[src/rtl/wb_soc_pkg.sv]
// rtl/wb_soc_pkg.sv - shared state encoding and default address map for the Wishbone decoder
package wb_soc_pkg;

    typedef enum logic [1:0] {
        ST_IDLE   = 2'd0,
        ST_ACTIVE = 2'd1,
        ST_DERR   = 2'd2,
        ST_TERR   = 2'd3
    } wb_dec_state_e;

    localparam int DEF_NUM_SLAVES = 4;
    localparam int DEF_AW         = 32;
    localparam int DEF_DW         = 32;
    localparam int DEF_TIMEOUT    = 255;

    localparam logic [DEF_NUM_SLAVES*DEF_AW-1:0] DEF_SLAVE_BASE =
        {32'h3000_0000, 32'h2000_0000, 32'h1000_0000, 32'h0000_0000};
    localparam logic [DEF_NUM_SLAVES*DEF_AW-1:0] DEF_SLAVE_MASK = {4{32'hF000_0000}};

endpackage

[src/rtl/wb_addr_match.sv]
// rtl/wb_addr_match.sv - combinational base/mask priority decode, lowest index wins
module wb_addr_match #(
    parameter int                       NUM_SLAVES = 4,
    parameter int                       AW         = 32,
    parameter int                       IW         = 2,
    parameter logic [NUM_SLAVES*AW-1:0] SLAVE_BASE = '0,
    parameter logic [NUM_SLAVES*AW-1:0] SLAVE_MASK = '0
) (
    input  logic [AW-1:0] adr_i,
    output logic          hit_o,
    output logic [IW-1:0] idx_o
);

    // Scan from the top down so the lowest matching index is the last one written.
    always_comb begin
        hit_o = 1'b0;
        idx_o = '0;
        for (int i = NUM_SLAVES - 1; i >= 0; i--) begin
            if ((adr_i & SLAVE_MASK[i*AW +: AW]) ==
                (SLAVE_BASE[i*AW +: AW] & SLAVE_MASK[i*AW +: AW])) begin
                hit_o = 1'b1;
                idx_o = IW'(i);
            end
        end
    end

endmodule

[src/rtl/wb_addr_decoder.sv]
// rtl/wb_addr_decoder.sv - Wishbone 1-to-N address decoder with fault capture; WB_ADDR_DECODER_TIMEOUT_EN adds response timeout
module wb_addr_decoder
    import wb_soc_pkg::*;
#(
    parameter int                       NUM_SLAVES = DEF_NUM_SLAVES,
    parameter int                       AW         = DEF_AW,
    parameter int                       DW         = DEF_DW,
    parameter logic [NUM_SLAVES*AW-1:0] SLAVE_BASE = DEF_SLAVE_BASE,
    parameter logic [NUM_SLAVES*AW-1:0] SLAVE_MASK = DEF_SLAVE_MASK,
    parameter int                       TIMEOUT    = DEF_TIMEOUT
) (
    input  logic                     wb_clk_i,
    input  logic                     rst_n,
    input  logic [AW-1:0]            m_adr_i,
    input  logic [DW-1:0]            m_dat_i,
    input  logic [DW/8-1:0]          m_sel_i,
    input  logic                     m_we_i,
    input  logic                     m_cyc_i,
    input  logic                     m_stb_i,
    output logic [DW-1:0]            m_dat_o,
    output logic                     m_ack_o,
    output logic                     m_err_o,
    output logic                     m_rty_o,
    output logic [AW-1:0]            s_adr_o,
    output logic [DW-1:0]            s_dat_o,
    output logic [DW/8-1:0]          s_sel_o,
    output logic                     s_we_o,
    output logic [NUM_SLAVES-1:0]    s_cyc_o,
    output logic [NUM_SLAVES-1:0]    s_stb_o,
    input  logic [NUM_SLAVES*DW-1:0] s_dat_i,
    input  logic [NUM_SLAVES-1:0]    s_ack_i,
    input  logic [NUM_SLAVES-1:0]    s_err_i,
    input  logic [NUM_SLAVES-1:0]    s_rty_i,
    output logic                     fault_o,
    output logic [AW-1:0]            fault_adr_o,
    output logic                     fault_to_o
);

    localparam int IW = (NUM_SLAVES > 1) ? $clog2(NUM_SLAVES) : 1;

    wb_dec_state_e state_q, state_d;
    logic [IW-1:0] sel_q, sel_d;
    logic [AW-1:0] fault_adr_q, fault_adr_d;
    logic          fault_to_q, fault_to_d;

    logic          hit;
    logic [IW-1:0] hit_idx;
    logic          req;
    logic          active;
    logic          s_ack_sel, s_err_sel, s_rty_sel, rsp;
    logic          timeout_hit;

    wb_addr_match #(
        .NUM_SLAVES (NUM_SLAVES),
        .AW         (AW),
        .IW         (IW),
        .SLAVE_BASE (SLAVE_BASE),
        .SLAVE_MASK (SLAVE_MASK)
    ) u_match (
        .adr_i (m_adr_i),
        .hit_o (hit),
        .idx_o (hit_idx)
    );

    assign req       = m_cyc_i & m_stb_i;
    assign active    = (state_q == ST_ACTIVE);
    assign s_ack_sel = s_ack_i[sel_q];
    assign s_err_sel = s_err_i[sel_q];
    assign s_rty_sel = s_rty_i[sel_q];
    assign rsp       = s_ack_sel | s_err_sel | s_rty_sel;

`ifdef WB_ADDR_DECODER_TIMEOUT_EN
    logic [15:0]   cnt_q, cnt_d;
    logic [AW-1:0] adr_q, adr_d;

    assign timeout_hit = (cnt_q == 16'(TIMEOUT - 1));

    always_comb begin
        cnt_d = cnt_q;
        adr_d = adr_q;
        if (state_q == ST_IDLE && req) begin
            cnt_d = '0;
            adr_d = m_adr_i;
        end else if (active && !rsp) begin
            cnt_d = cnt_q + 16'd1;
        end
    end

    always_ff @(posedge wb_clk_i or negedge rst_n) begin
        if (!rst_n) begin
            cnt_q <= '0;
            adr_q <= '0;
        end else begin
            cnt_q <= cnt_d;
            adr_q <= adr_d;
        end
    end
`else
    assign timeout_hit = 1'b0;
`endif

    always_comb begin
        state_d     = state_q;
        sel_d       = sel_q;
        fault_adr_d = fault_adr_q;
        fault_to_d  = fault_to_q;
        case (state_q)
            ST_IDLE: begin
                if (req) begin
                    if (hit) begin
                        state_d = ST_ACTIVE;
                        sel_d   = hit_idx;
                    end else begin
                        state_d     = ST_DERR;
                        fault_adr_d = m_adr_i;
                        fault_to_d  = 1'b0;
                    end
                end
            end
            ST_ACTIVE: begin
                // Master abort and a slave response both beat the timeout.
                if (!m_cyc_i || rsp) begin
                    state_d = ST_IDLE;
                end else if (timeout_hit) begin
                    state_d = ST_TERR;
`ifdef WB_ADDR_DECODER_TIMEOUT_EN
                    fault_adr_d = adr_q;
`endif
                    fault_to_d  = 1'b1;
                end
            end
            ST_DERR: state_d = ST_IDLE;
            ST_TERR: state_d = ST_IDLE;
            default: state_d = ST_IDLE;
        endcase
    end

    always_ff @(posedge wb_clk_i or negedge rst_n) begin
        if (!rst_n) begin
            state_q     <= ST_IDLE;
            sel_q       <= '0;
            fault_adr_q <= '0;
            fault_to_q  <= 1'b0;
        end else begin
            state_q     <= state_d;
            sel_q       <= sel_d;
            fault_adr_q <= fault_adr_d;
            fault_to_q  <= fault_to_d;
        end
    end

    assign s_adr_o = m_adr_i;
    assign s_dat_o = m_dat_i;
    assign s_sel_o = m_sel_i;
    assign s_we_o  = m_we_i;

    // Strobes come straight from the state register so an async reset drops them at once.
    assign s_cyc_o = active ? (NUM_SLAVES'(1) << sel_q) : '0;
    assign s_stb_o = active ? (NUM_SLAVES'(1) << sel_q) : '0;

    assign m_dat_o = active ? s_dat_i[int'(sel_q)*DW +: DW] : '0;
    assign m_ack_o = active & s_ack_sel;
    assign m_rty_o = active & s_rty_sel;
    assign m_err_o = (active & s_err_sel) | (state_q == ST_DERR) | (state_q == ST_TERR);

    assign fault_o     = (state_q == ST_DERR) | (state_q == ST_TERR);
    assign fault_adr_o = fault_adr_q;
    assign fault_to_o  = fault_to_q;

endmodule
[config.mk]
export PLATFORM = sky130hd
export DESIGN_NAME = wb_addr_decoder
export DESIGN_NICKNAME = d
export VERILOG_FILES = /design/src/rtl/wb_soc_pkg.sv /design/src/rtl/wb_addr_match.sv /design/src/rtl/wb_addr_decoder.sv
export SDC_FILE = /design/constraint.sdc
export NUM_CORES = 1
export LEC_CHECK = 0
export ABC_AREA = 1
export CAP_MARGIN = 20
export CELL_PAD_IN_SITES_DETAIL_PLACEMENT = 1
export CELL_PAD_IN_SITES_GLOBAL_PLACEMENT = 2
export CORE_MARGIN = 2
export CORE_UTILIZATION = 12
export CTS_BUF_LIST = sky130_fd_sc_hd__clkbuf_4 sky130_fd_sc_hd__clkbuf_8
export DETAILED_ROUTE_END_ITERATION = 8
export GPL_TIMING_DRIVEN = 1
export PLACE_DENSITY_LB_ADDON = 0.25
export SETUP_SLACK_MARGIN = 0.4
export SLEW_MARGIN = 20
export SYNTH_ARGS = -nofsm -noshare
export SYNTH_HDL_FRONTEND = slang
export SYNTH_SLANG_ARGS = --single-unit
[constraint.sdc]
create_clock -name wb_clk_i -period 1.5 [get_ports wb_clk_i]
set_input_delay 0.3 -clock wb_clk_i [delete_from_list [all_inputs] [get_ports wb_clk_i]]
set_output_delay 0.3 -clock wb_clk_i [all_outputs]
set_load 0.05 [all_outputs]
==> impl_metrics.yaml <==
clock_network:
  htree_num_levels: 2
  clock_latency_ps: 290
  path_clk_slew_ps: 80
  cts_tree: "built"
  cts_buffers: 5
  cts_num_sinks: 36
  clk_path_buf_depth: 2
  root_buffer: "clkbuf_8"
floorplan:
  row_count: 59
  fp.dieH_um: 168
  die_x_um: 168
  dieArea_sq_um: 28100
  fp.coreArea_sq_um: 26200
  start_util: 0.123
  io_pins: 359
power_and_ir_drop:
  ir_drop_uv: 377
  p_per_area_nw_per_um2: 844
  leakage_nw: 3.68
  fin_total_pwr_mw: 7.12
sta:
  fin_ws_ps: -485
  period_share: 1.32
  fin_skew_ps: 4.74
  slew_viol_final: 0
  hold_viol: 0
  setup_tns_ps: -18910
  fin_crit_ps: 1980
  rsz0062_at_grt: "yes"
  setup_viol: 65
  fmax_mhz: 504
  whs_ps: 416
synth:
  ys_seq_elements: 36
  synth.avg_cell_area_sq_um: 6.54
  synthesis.nets: 705
  synth-seq-area-share: 0.280
  post_synth_num_cell_types: 20
  syn_area_sq_um: 3220
  synth_cells: 492
  ys_warn_count: 0
critical_path:
  path_class: "register to output port"
  crit_path_end_kind: "output port"
  cp.required_ps: 1200
  path_max_fanout: 6
  arrival_ps: 1680
  setup.worst_path.start_class: "register"
routing:
  wl_per_cell_um: 18.0
  postRouteAntennaNets: 0
  dr.pass1.iters: 4
  vias: 4350
  finalWirelength_um: 19800
  viasPerCell: 3.95
  drc: 0
  drt-initial-drc-count: 130
placement:
  gp_congestion: 0.841
  dp_cells: 1040
  dpl_cell_area_sq_um: 7310
  place_hpwl_um: 14800
  dpl_worst_slack_ps: -385
  numPortBuffers: 283
status:
  status: "finished with violations"
  failed_checks: "setup timing"
global_routing:
  grt.total_usage: 0.130
  grt_pass1_vias: 4762
  grt_antenna_before_repair: 1
  grt_pass1_wl_um: 28200
  overflow: 0
  grt_start_max_net_pins: 34
cells_and_area:
  drive_above_1_share: 0.445
  final_common_cell: "clkdlybuf4s50_1"
  mostFrequentLayoutCells: "clkdlybuf4s50_1, nand2_1, buf_12"
  synthToLayoutAreaGrowth_pct: 162
  design_area_sq_um: 8430
  final_nets: 978
  fillers: 2988
  fin_cells: 1102
  finish.utilization: 0.322
hold_path:
  hold_path_class: "input port to register"
run:
  maxCapViolations: 0
## per-layer routing
metal  vias to the layer above  global-route usage  share of wire
li1                       2065                   -              -
met5                         -                   0              0
met3                        13              0.0480          0.091
met1                      2053               0.140           0.37
met2                       219               0.245           0.53
met4                         0              0.0216          0.012
## kinds of logic after synthesis
kind of cell | synth area share
AOI/OAI and AO/OA | 0.00934
other | 0.00117
buffers and inverters | 0.242
and+or+nand+nor | 0.467
DFF | 0.280
## layout make-up
type,instances,area (sq um),share of cell area
timing repair buffer,369,4900,0.581
multi-input combinational,341,1990,0.236
sequential,36,908,0.108
tap,335,419,0.0497
clock buffer,5,68.8,0.00816
inverter,9,63.8,0.00757
clock inverter,3,42.5,0.00505
timing repair inverter,3,36.3,0.00430
antenna,1,2.50,0.000297
## critical path: stages (launching register included)
cell	delay, ps
dfrtp_2	540
nor2_4	70
buf_12	140
buf_12	130
nand2_2	70
nand4_1	90
and2_2	190
buf_12	150
## Yosys cell counts (all sizes together)
library cell / n / share of area
nand2: 191 / 0.22
a21oi: 2 / 0.0031
inv: 8 / 0.0093
clkbuf: 13 / 0.015
or2: 1 / 0.0019
clkinv: 1 / 0.0027
and2: 32 / 0.062
nor3: 3 / 0.0047
dfrtp: 36 / 0.28
nand3: 65 / 0.10
o21ai: 4 / 0.0062
nand4: 32 / 0.062
nor2: 9 / 0.012
buf: 94 / 0.22
conb: 1 / 0.0012
## worst paths after layout
path / startpoint / to / slack [ps] / depth (start not counted)
setup / recovery: sel_q[0] / m_dat_o[31] / -480 / 7
hold / removal: m_adr_i[31] / fault_adr_o[31] / 420 / 4
setup reg to reg: state_q[0] / fault_adr_o[31] / -70 / 9
hold reg to reg: fault_adr_o[25] / fault_adr_o[25] / 540 / 2
max in group asynchronous: rst_n / fault_adr_o[6] / 510 / 3
min in group asynchronous: rst_n / fault_adr_o[8] / 510 / 2
## flip-flops by register name, indices dropped and copies added (netlist names)
register     count
state_q          2
fault_adr_o     32
sel_q            2
## report_power, final
group	switching, mW	total [mW]	leakage [nW]	internal [mW]
sequential	0.249	1.40	0.443	1.15
clock	0.383	0.876	0.0541	0.492
combinational	2.40	4.84	3.19	2.44
## timing repair
action,in CTS,in global routing
cloned,6,6
endpoints found under the hold margin,15,0
buffers inserted,25,15
pin swaps,34,20
setup endpoints to repair,144,114
gates resized for setup,122,60
hold buffers,1,0
No activity file was read; power rests on OpenSTA's default activity.
